File: src/rtl/vdp_pkg.sv
// Shared widths and types for the VDP VRAM arbiter slice.
package vdp_pkg;

    localparam int VRAM_AW   = 14;
    localparam int VRAM_DW   = 8;
    localparam int VGA_LANES = 8;

    typedef enum logic [1:0] {
        IDLE,
        RND_WAIT,
        CPU_WAIT
    } arb_state_t;

    typedef struct packed {
        logic               we;
        logic [VRAM_AW-1:0] addr;
        logic [VRAM_DW-1:0] wdata;
    } cpu_req_t;

endpackage

File: src/rtl/vdp_vram_arbiter_if.sv
// Render requesters, CPU data port and both VRAM ports as seen by the arbiter.
interface vdp_vram_arbiter_if;
    import vdp_pkg::*;

    logic                           bg_req;
    logic [VGA_LANES*VRAM_AW-1:0]   bg_addr;
    logic [VGA_LANES-1:0]           bg_re;
    logic                           bg_gnt;
    logic                           spr_req;
    logic [VGA_LANES*VRAM_AW-1:0]   spr_addr;
    logic [VGA_LANES-1:0]           spr_re;
    logic                           spr_gnt;
    logic [VGA_LANES*VRAM_DW-1:0]   rnd_data;
    logic                           rnd_valid;
    logic                           rnd_id;
    logic                           cpu_req;
    logic                           cpu_we;
    logic [VRAM_AW-1:0]             cpu_addr;
    logic [VRAM_DW-1:0]             cpu_wdata;
    logic                           cpu_rdy;
    logic [VRAM_DW-1:0]             cpu_rdata;
    logic                           cpu_rvalid;
    logic [VGA_LANES*VRAM_AW-1:0]   vga_addr;
    logic [VGA_LANES-1:0]           vga_re;
    logic                           VRAM_go;
    logic [VRAM_AW-1:0]             io_addr;
    logic [VRAM_DW-1:0]             data_in;
    logic                           io_we;
    logic                           io_re;
    logic [VGA_LANES*VRAM_DW-1:0]   vga_data_out;
    logic [VRAM_DW-1:0]             io_data_out;

    // Requesters plus the VRAM itself.
    modport master (
        output bg_req, bg_addr, bg_re, spr_req, spr_addr, spr_re,
               cpu_req, cpu_we, cpu_addr, cpu_wdata, vga_data_out, io_data_out,
        input  bg_gnt, spr_gnt, rnd_data, rnd_valid, rnd_id, cpu_rdy, cpu_rdata,
               cpu_rvalid, vga_addr, vga_re, VRAM_go, io_addr, data_in, io_we, io_re
    );

    // The arbiter.
    modport slave (
        input  bg_req, bg_addr, bg_re, spr_req, spr_addr, spr_re,
               cpu_req, cpu_we, cpu_addr, cpu_wdata, vga_data_out, io_data_out,
        output bg_gnt, spr_gnt, rnd_data, rnd_valid, rnd_id, cpu_rdy, cpu_rdata,
               cpu_rvalid, vga_addr, vga_re, VRAM_go, io_addr, data_in, io_we, io_re
    );

endinterface

File: src/rtl/vdp_req_fifo.sv
// Small synchronous FIFO with first-word-fall-through head; DEPTH must be a power of 2 (>= 2).
module vdp_req_fifo #(
    parameter int DEPTH = 2,
    parameter int WIDTH = 8
) (
    input  logic             clk,
    input  logic             rst_L,
    input  logic             push,
    input  logic             pop,
    input  logic [WIDTH-1:0] din,
    output logic             full,
    output logic             empty,
    output logic [WIDTH-1:0] head
);

    localparam int PW = $clog2(DEPTH);
    localparam logic [PW:0] FULL_CNT = DEPTH[PW:0];

    logic [WIDTH-1:0] mem [DEPTH];
    logic [PW-1:0]    wr_ptr;
    logic [PW-1:0]    rd_ptr;
    logic [PW:0]      count;
    logic             push_ok;
    logic             pop_ok;

    assign full    = (count == FULL_CNT);
    assign empty   = (count == '0);
    assign push_ok = push && !full;
    assign pop_ok  = pop && !empty;
    assign head    = mem[rd_ptr];

    // NOTE: storage carries no reset; the pointers and count alone decide which entries are valid.
    always_ff @(posedge clk) begin
        if (push_ok) mem[wr_ptr] <= din;
    end

    always_ff @(posedge clk or negedge rst_L) begin
        if (!rst_L) begin
            wr_ptr <= '0;
            rd_ptr <= '0;
            count  <= '0;
        end else begin
            if (push_ok) wr_ptr <= wr_ptr + PW'(1);
            if (pop_ok)  rd_ptr <= rd_ptr + PW'(1);
            case ({push_ok, pop_ok})
                2'b10:   count <= count + (PW+1)'(1);
                2'b01:   count <= count - (PW+1)'(1);
                default: count <= count;
            endcase
        end
    end

endmodule

File: src/rtl/vdp_vram_arbiter.sv
// Arbitrates the VRAM render port between sprite/background fetch and queues CPU accesses
// onto the IO port between bursts, with a starvation guard for the CPU.
module vdp_vram_arbiter
    import vdp_pkg::*;
#(
    parameter int RD_LAT         = 2,
    parameter int CPU_FIFO_DEPTH = 2,
    parameter int STARVE_MAX     = 4
) (
    input  logic                clk,
    input  logic                rst_L,
    vdp_vram_arbiter_if.slave   bus
);

    localparam int LW = $clog2(RD_LAT + 1);
    localparam int SW = $clog2(STARVE_MAX + 1);
    localparam logic [LW-1:0] LAT_LAST  = LW'(RD_LAT - 1);
    localparam logic [SW-1:0] STARVE_HI = SW'(STARVE_MAX);

    arb_state_t     state, state_nxt;
    logic [LW-1:0]  lat_cnt;
    logic [SW-1:0]  starve;
    logic           rd_last;
    logic           grant_spr, grant_bg, grant_cpu;
    cpu_req_t       fifo_din, fifo_head;
    logic           fifo_full, fifo_empty;

    assign fifo_din    = '{we: bus.cpu_we, addr: bus.cpu_addr, wdata: bus.cpu_wdata};
    assign bus.cpu_rdy = !fifo_full;
    assign rd_last     = (lat_cnt == LAT_LAST);

    vdp_req_fifo #(
        .DEPTH (CPU_FIFO_DEPTH),
        .WIDTH ($bits(cpu_req_t))
    ) u_cpu_fifo (
        .clk   (clk),
        .rst_L (rst_L),
        .push  (bus.cpu_req),
        .pop   (grant_cpu),
        .din   (fifo_din),
        .full  (fifo_full),
        .empty (fifo_empty),
        .head  (fifo_head)
    );

    // NOTE: every combinational output gets a default first so no path can infer a latch.
    always_comb begin
        state_nxt = state;
        grant_spr = 1'b0;
        grant_bg  = 1'b0;
        grant_cpu = 1'b0;
        unique case (state)
            IDLE: begin
                if (!fifo_empty && starve == STARVE_HI) grant_cpu = 1'b1;
                else if (bus.spr_req)                   grant_spr = 1'b1;
                else if (bus.bg_req)                    grant_bg  = 1'b1;
                else if (!fifo_empty)                   grant_cpu = 1'b1;

                if (grant_spr || grant_bg)          state_nxt = RND_WAIT;
                else if (grant_cpu && !fifo_head.we) state_nxt = CPU_WAIT;
            end
            RND_WAIT: if (rd_last) state_nxt = IDLE;
            CPU_WAIT: if (rd_last) state_nxt = IDLE;
            default:  state_nxt = IDLE;
        endcase
    end

    // NOTE: sequential state uses non-blocking assignment so all registers update from pre-edge values.
    always_ff @(posedge clk or negedge rst_L) begin
        if (!rst_L) state <= IDLE;
        else        state <= state_nxt;
    end

    always_ff @(posedge clk or negedge rst_L) begin
        if (!rst_L) begin
            lat_cnt        <= '0;
            starve         <= '0;
            bus.bg_gnt     <= 1'b0;
            bus.spr_gnt    <= 1'b0;
            bus.rnd_data   <= '0;
            bus.rnd_valid  <= 1'b0;
            bus.rnd_id     <= 1'b0;
            bus.cpu_rdata  <= '0;
            bus.cpu_rvalid <= 1'b0;
            bus.vga_addr   <= '0;
            bus.vga_re     <= '0;
            bus.VRAM_go    <= 1'b0;
            bus.io_addr    <= '0;
            bus.data_in    <= '0;
            bus.io_we      <= 1'b0;
            bus.io_re      <= 1'b0;
        end else begin
            bus.bg_gnt     <= 1'b0;
            bus.spr_gnt    <= 1'b0;
            bus.VRAM_go    <= 1'b0;
            bus.io_we      <= 1'b0;
            bus.io_re      <= 1'b0;
            bus.rnd_valid  <= 1'b0;
            bus.cpu_rvalid <= 1'b0;

            if (state != IDLE) lat_cnt <= lat_cnt + LW'(1);

            if (grant_spr || grant_bg) begin
                bus.vga_addr <= grant_spr ? bus.spr_addr : bus.bg_addr;
                bus.vga_re   <= grant_spr ? bus.spr_re   : bus.bg_re;
                bus.VRAM_go  <= 1'b1;
                bus.spr_gnt  <= grant_spr;
                bus.bg_gnt   <= grant_bg;
                bus.rnd_id   <= grant_spr;
                lat_cnt      <= '0;
                // Only render grants taken while the CPU is waiting count toward starvation.
                if (fifo_empty)               starve <= '0;
                else if (starve != STARVE_HI) starve <= starve + SW'(1);
            end

            if (grant_cpu) begin
                bus.io_addr <= fifo_head.addr;
                bus.io_we   <= fifo_head.we;
                bus.io_re   <= !fifo_head.we;
                if (fifo_head.we) bus.data_in <= fifo_head.wdata;
                lat_cnt     <= '0;
                starve      <= '0;
            end

            if (state == RND_WAIT && rd_last) begin
                bus.rnd_data  <= bus.vga_data_out;
                bus.rnd_valid <= 1'b1;
            end

            if (state == CPU_WAIT && rd_last) begin
                bus.cpu_rdata  <= bus.io_data_out;
                bus.cpu_rvalid <= 1'b1;
            end
        end
    end

endmodule

File: src/flat_wrapper.sv
// flat-port wrapper written by rule: the top's interface ports become plain ports
module vdp_vram_arbiter_flat import vdp_pkg::*;
#(
    parameter int RD_LAT         = 2,
    parameter int CPU_FIFO_DEPTH = 2,
    parameter int STARVE_MAX     = 4
)
  (clk, rst_L, bus_bg_req, bus_bg_addr, bus_bg_re, bus_spr_req, bus_spr_addr, bus_spr_re, bus_cpu_req, bus_cpu_we, bus_cpu_addr, bus_cpu_wdata, bus_vga_data_out, bus_io_data_out, bus_bg_gnt, bus_spr_gnt, bus_rnd_data, bus_rnd_valid, bus_rnd_id, bus_cpu_rdy, bus_cpu_rdata, bus_cpu_rvalid, bus_vga_addr, bus_vga_re, bus_VRAM_go, bus_io_addr, bus_data_in, bus_io_we, bus_io_re);
  vdp_vram_arbiter_if bus_i ();
  input  logic clk;
  input  logic rst_L;
  input wire logic [$bits(bus_i.bg_req)-1:0] bus_bg_req;
  input wire logic [$bits(bus_i.bg_addr)-1:0] bus_bg_addr;
  input wire logic [$bits(bus_i.bg_re)-1:0] bus_bg_re;
  input wire logic [$bits(bus_i.spr_req)-1:0] bus_spr_req;
  input wire logic [$bits(bus_i.spr_addr)-1:0] bus_spr_addr;
  input wire logic [$bits(bus_i.spr_re)-1:0] bus_spr_re;
  input wire logic [$bits(bus_i.cpu_req)-1:0] bus_cpu_req;
  input wire logic [$bits(bus_i.cpu_we)-1:0] bus_cpu_we;
  input wire logic [$bits(bus_i.cpu_addr)-1:0] bus_cpu_addr;
  input wire logic [$bits(bus_i.cpu_wdata)-1:0] bus_cpu_wdata;
  input wire logic [$bits(bus_i.vga_data_out)-1:0] bus_vga_data_out;
  input wire logic [$bits(bus_i.io_data_out)-1:0] bus_io_data_out;
  output wire logic [$bits(bus_i.bg_gnt)-1:0] bus_bg_gnt;
  output wire logic [$bits(bus_i.spr_gnt)-1:0] bus_spr_gnt;
  output wire logic [$bits(bus_i.rnd_data)-1:0] bus_rnd_data;
  output wire logic [$bits(bus_i.rnd_valid)-1:0] bus_rnd_valid;
  output wire logic [$bits(bus_i.rnd_id)-1:0] bus_rnd_id;
  output wire logic [$bits(bus_i.cpu_rdy)-1:0] bus_cpu_rdy;
  output wire logic [$bits(bus_i.cpu_rdata)-1:0] bus_cpu_rdata;
  output wire logic [$bits(bus_i.cpu_rvalid)-1:0] bus_cpu_rvalid;
  output wire logic [$bits(bus_i.vga_addr)-1:0] bus_vga_addr;
  output wire logic [$bits(bus_i.vga_re)-1:0] bus_vga_re;
  output wire logic [$bits(bus_i.VRAM_go)-1:0] bus_VRAM_go;
  output wire logic [$bits(bus_i.io_addr)-1:0] bus_io_addr;
  output wire logic [$bits(bus_i.data_in)-1:0] bus_data_in;
  output wire logic [$bits(bus_i.io_we)-1:0] bus_io_we;
  output wire logic [$bits(bus_i.io_re)-1:0] bus_io_re;
  assign bus_i.bg_req = bus_bg_req;
  assign bus_i.bg_addr = bus_bg_addr;
  assign bus_i.bg_re = bus_bg_re;
  assign bus_i.spr_req = bus_spr_req;
  assign bus_i.spr_addr = bus_spr_addr;
  assign bus_i.spr_re = bus_spr_re;
  assign bus_i.cpu_req = bus_cpu_req;
  assign bus_i.cpu_we = bus_cpu_we;
  assign bus_i.cpu_addr = bus_cpu_addr;
  assign bus_i.cpu_wdata = bus_cpu_wdata;
  assign bus_i.vga_data_out = bus_vga_data_out;
  assign bus_i.io_data_out = bus_io_data_out;
  assign bus_bg_gnt = bus_i.bg_gnt;
  assign bus_spr_gnt = bus_i.spr_gnt;
  assign bus_rnd_data = bus_i.rnd_data;
  assign bus_rnd_valid = bus_i.rnd_valid;
  assign bus_rnd_id = bus_i.rnd_id;
  assign bus_cpu_rdy = bus_i.cpu_rdy;
  assign bus_cpu_rdata = bus_i.cpu_rdata;
  assign bus_cpu_rvalid = bus_i.cpu_rvalid;
  assign bus_vga_addr = bus_i.vga_addr;
  assign bus_vga_re = bus_i.vga_re;
  assign bus_VRAM_go = bus_i.VRAM_go;
  assign bus_io_addr = bus_i.io_addr;
  assign bus_data_in = bus_i.data_in;
  assign bus_io_we = bus_i.io_we;
  assign bus_io_re = bus_i.io_re;
  vdp_vram_arbiter #(.RD_LAT(RD_LAT), .CPU_FIFO_DEPTH(CPU_FIFO_DEPTH), .STARVE_MAX(STARVE_MAX)) u_core (.clk(clk), .rst_L(rst_L), .bus(bus_i));
endmodule
File: config.mk
export PLATFORM = sky130hd
export DESIGN_NAME = vdp_vram_arbiter_flat
export DESIGN_NICKNAME = d
export VERILOG_FILES = /design/src/rtl/vdp_pkg.sv /design/src/rtl/vdp_vram_arbiter_if.sv /design/src/rtl/vdp_req_fifo.sv /design/src/rtl/vdp_vram_arbiter.sv /design/src/flat_wrapper.sv
export SDC_FILE = /design/constraint.sdc
export NUM_CORES = 1
export LEC_CHECK = 0
export CORE_AREA = 2 2 217 219
export DETAILED_ROUTE_END_ITERATION = 10
export DIE_AREA = 0 0 219 221
export GPL_TIMING_DRIVEN = 0
export HOLD_SLACK_MARGIN = 0.02
export PLACE_DENSITY = 0.66
export SLEW_MARGIN = 20
export SYNTH_ARGS = -nofsm -noshare
export SYNTH_HDL_FRONTEND = slang
export SYNTH_SLANG_ARGS = --single-unit
File: constraint.sdc
create_clock -name clk -period 3.1 [get_ports clk]
set_clock_uncertainty 0.2 [all_clocks]
set_input_delay 0.465 -clock clk [delete_from_list [all_inputs] [get_ports clk]]
set_output_delay 0.465 -clock clk [all_outputs]
set_load 0.05 [all_outputs]
==> key figures <==
Route
  • DR WL met2: between 20000 and 25000 um
  • Via Count: 11400
  • DR pass1 iterations: 5
  • Final WL: 50200 um
  • Remaining DRCs: 0
  • Initial drt markers: 670
  • Met1 WL: 20200 um
  • Post-DR wirelength/cell: between 20 and 25 um
  • DRT antenna net count: 0
  • Vias per cell: between 5 and 6
  • Max Used Layer: met4
  • WL met3: around 3600 um

Worst setup path
  • Delay of the slowest critical-path stage: about 0.89 ns
  • WP data arrival: ~2.1 ns
  • CP Buf/Inv Count: 2
  • Crit path max-delay cell type: clkdlybuf4s50_1
  • Critical path type: reg2out
  • Critical path required time: between 2 and 2.5 ns
  • Crit-path cells: buf_2 -> nand2b_1 -> clkdlybuf4s50_1
  • CP delay by family, top: buffers and inverters
  • CP startpoint kind: flip-flop
  • Worst Setup End Kind: primary output
  • Crit path max fanout: 9

STA
  • Rel. slew slack: between 40% and 50%
  • Max Clock Freq: between 300 and 400 MHz
  • Final worst-path cycle share: 90.4%
  • RSZ-0062 raised after global routing: no
  • Max-slew violation count: 0
  • Setup ws final: 0.297 ns
  • Final min period: between 2 and 3 ns
  • Final hold slack: between 0.15 and 0.2 ns
  • Final hold viol count: 0
  • Final setup violation count: 0
  • Tightest Pin Transition: 0.806 ns

CTS
  • H-tree levels: 2
  • CTS tree: built
  • CTS Buf Count: 35
  • CTS Sinks: between 200 and 300
  • Root Buffer Master: clkbuf_16
  • Clk_lat worst skew: between 0.5 and 0.6 ns
  • Reg clk slew, reported paths: about 0.060 ns
  • Clock Path Buffers: 3

Power
  • VDD IR max: approximately 0.64 mV
  • Power density over the cells: between 1000 and 1500 nW/um^2
  • Combinational share of power: a little under three fifths
  • Leakage power: approximately 8.5 nW
  • Clock power frac: approximately 17%
  • Reg power frac: 26.0%
  • P_sw: roughly 12 mW
  • Cell-internal power: around 13 mW
  • Sw Ratio: a little under half

Yosys
  • Largest family of logic cells by synthesized area: compound AO/OA/AOI/OAI gates
  • Post-synth top cells: dfrtp_1 (233), a221o_1 (120), mux2_2 (116), inv_1 (90), nand2b_1 (87)
  • Mapped cell area: around 13000 sq um
  • Adder-cell share of the synthesized area: less than 1%
  • Top-area cell type share of the netlist area: 45.1%
  • Synth warn: 0
  • Mux cell area share after synthesis: 10.2%
  • Mean area per synthesized cell: ~13 sq um
  • Xor and xnor area share after synthesis: less than 1%
  • Sequential-to-total area share from yosys stat: about 56%
  • Top post-synthesis cells by area: dfrtp_1 (45%), edfxtp_1 (11%), mux2_2 (10%), a221o_1 (9.3%), o32ai_1 (5.6%)
  • EDFF count, synth: 46
  • Count of state elements after synthesis: 279
  • FFs w/ async S/R, synth: 83.5%
  • Yosys top cell by area: dfrtp_1
  • Synthesized Nets: approximately 1400
  • Most used standard cell by instance count after synthesis: dfrtp_1
  • Yosys cell types: 39
  • Post-synthesis compound-gate area fraction: between 10% and 20%
  • Gate Count Post-Synth: 1010
  • Simple-Gate Fraction of Synth Area: 7.38%
  • Post-synth top flop: dfrtp_1

Die
  • Io pins: between 500 and 600
  • Starting Density: 28.1%
  • Die area: 48400 sq um
  • CORE AREA: 46100 sq um
  • Standard-cell rows: 79
  • Chip width: 219 um
  • Die Span Y: 221 um

Placement
  • HPWL after DPL: approximately 38000 um
  • Placed Area: between 15000 and 20000 sq um
  • Routability cong.: ~0.92
  • Pre-CTS setup slack: ~0.4 ns
  • IO Port Bufs: 560

Outcome
  • Status: finished clean

Flow run
  • Total of max-cap violations: 0

Global routing
  • GRT Overall Usage: between 20% and 30%
  • Overflow after GRT: 0
  • Antenna violations before repair: 4
  • First-pass GRT wire length: between 70000 and 80000 um
  • Vias in the first global route: ~12000
  • Pin count of the biggest net entering global routing: 71

Final layout
  • Layout net count: just under 2000
  • Fin util: 44.9%
  • Layout cells sized above 1: between 10% and 20%
  • Post-route design area: about 21000 sq um
  • Synthesis-to-finish area growth: 59.9%

Hold path
  • Hold crit path type: in2async
metal layers:
metal	global-route usage, %	vias to the layer above
li1	-	5101
met1	24.7	5745
met2	33.5	470
met3	4.99	106
met4	8.15	0
met5	0	-
final cells by class:
| type | instances | area, sq um |
|---|---|---|
| Inverter | 90 | 338 |
| Antenna cell | 4 | 10.0 |
| Fill cell | 4337 | 25400 |
| Buffer | 102 | 532 |
| Multi-Input combinational cell | 539 | 4860 |
| Sequential cell | 279 | 7210 |
| Tap cell | 607 | 759 |
| Clock buffer | 53 | 1080 |
| Clock inverter | 11 | 156 |
| Timing Repair Buffer | 565 | 5730 |
cell usage in the layout, fill, tap and decap left out, types with 36 or more instances in the layout:
cell type	count
clkbuf_1	56
o32ai_1	83
edfxtp_1	46
a41o_1	37
nand2b_1	87
clkbuf_16	36
inv_1	90
nor3b_1	38
mux2_2	116
a221o_1	120
clkdlybuf4s50_1	559
dfrtp_1	233
final timing paths:
check / depth (start not counted) / to / from / slack (ns)
min in group clk: 1 / u_core.u_cpu_fifo.mem[1][0] / bus_cpu_wdata[0] / 0.30
max in group asynchronous: 4 / u_core.bus.vga_addr[101] / rst_L / 1.48
min: 2 / u_core.bus.io_addr[9] / rst_L / 0.19
min reg2reg: 1 / u_core.lat_cnt[0] / u_core.lat_cnt[0] / 0.30
max: 3 / bus_cpu_rdy / u_core.u_cpu_fifo.count[0] / 0.30
max reg2reg: 7 / u_core.bus.vga_addr[101] / u_core.starve[0] / 0.41
power groups by stage:
stage	Clock [mW]	Combinational [mW]	Sequential, mW
3_3_place_gp	0	14.2	6.50
3_5_place_dp	0	14.3	6.57
6_report	4.33	14.3	6.55
5_1_grt	4.62	15.0	6.75
4_1_cts	4.47	14.4	6.53
2_1_floorplan	0	4.14	11.5
state kept, by name (all words and copies together) (netlist names), 2 cells and up:
name	flops
u_core.bus.vga_addr	112
u_core.u_cpu_fifo.mem	46
u_core.bus.data_in	8
u_core.bus.cpu_rdata	8
u_core.bus.rnd_data	64
u_core.state	2
u_core.u_cpu_fifo.count	2
u_core.lat_cnt	2
u_core.starve	3
u_core.bus.io_addr	14
u_core.bus.vga_re	8
cell families after synthesis:
group	count (synthesis)
buf+inv	192
flops	279
compound gates	259
simple gates	151
xor+xnor	5
fa+ha+maj	7
mux	117
stage by stage:
step | total power [mW] | instances | setup TNS (ns)
2_1_floorplan | 15.7 | 1010 | 0
3_3_place_gp | 20.7 | 2177 | -2229.97
3_5_place_dp | 20.9 | 2181 | 0
4_1_cts | 25.4 | 2246 | 0
5_1_grt | 26.3 | 2250 | 0
6_report | 25.2 | 2250 | 0
repair_timing:
item	in CTS	in global routing
gates resized for setup	0	0
hold buffers	1	0
setup buffers	0	0
hold endpoints to repair	171	0
Power figures use the tool's default switching activity.
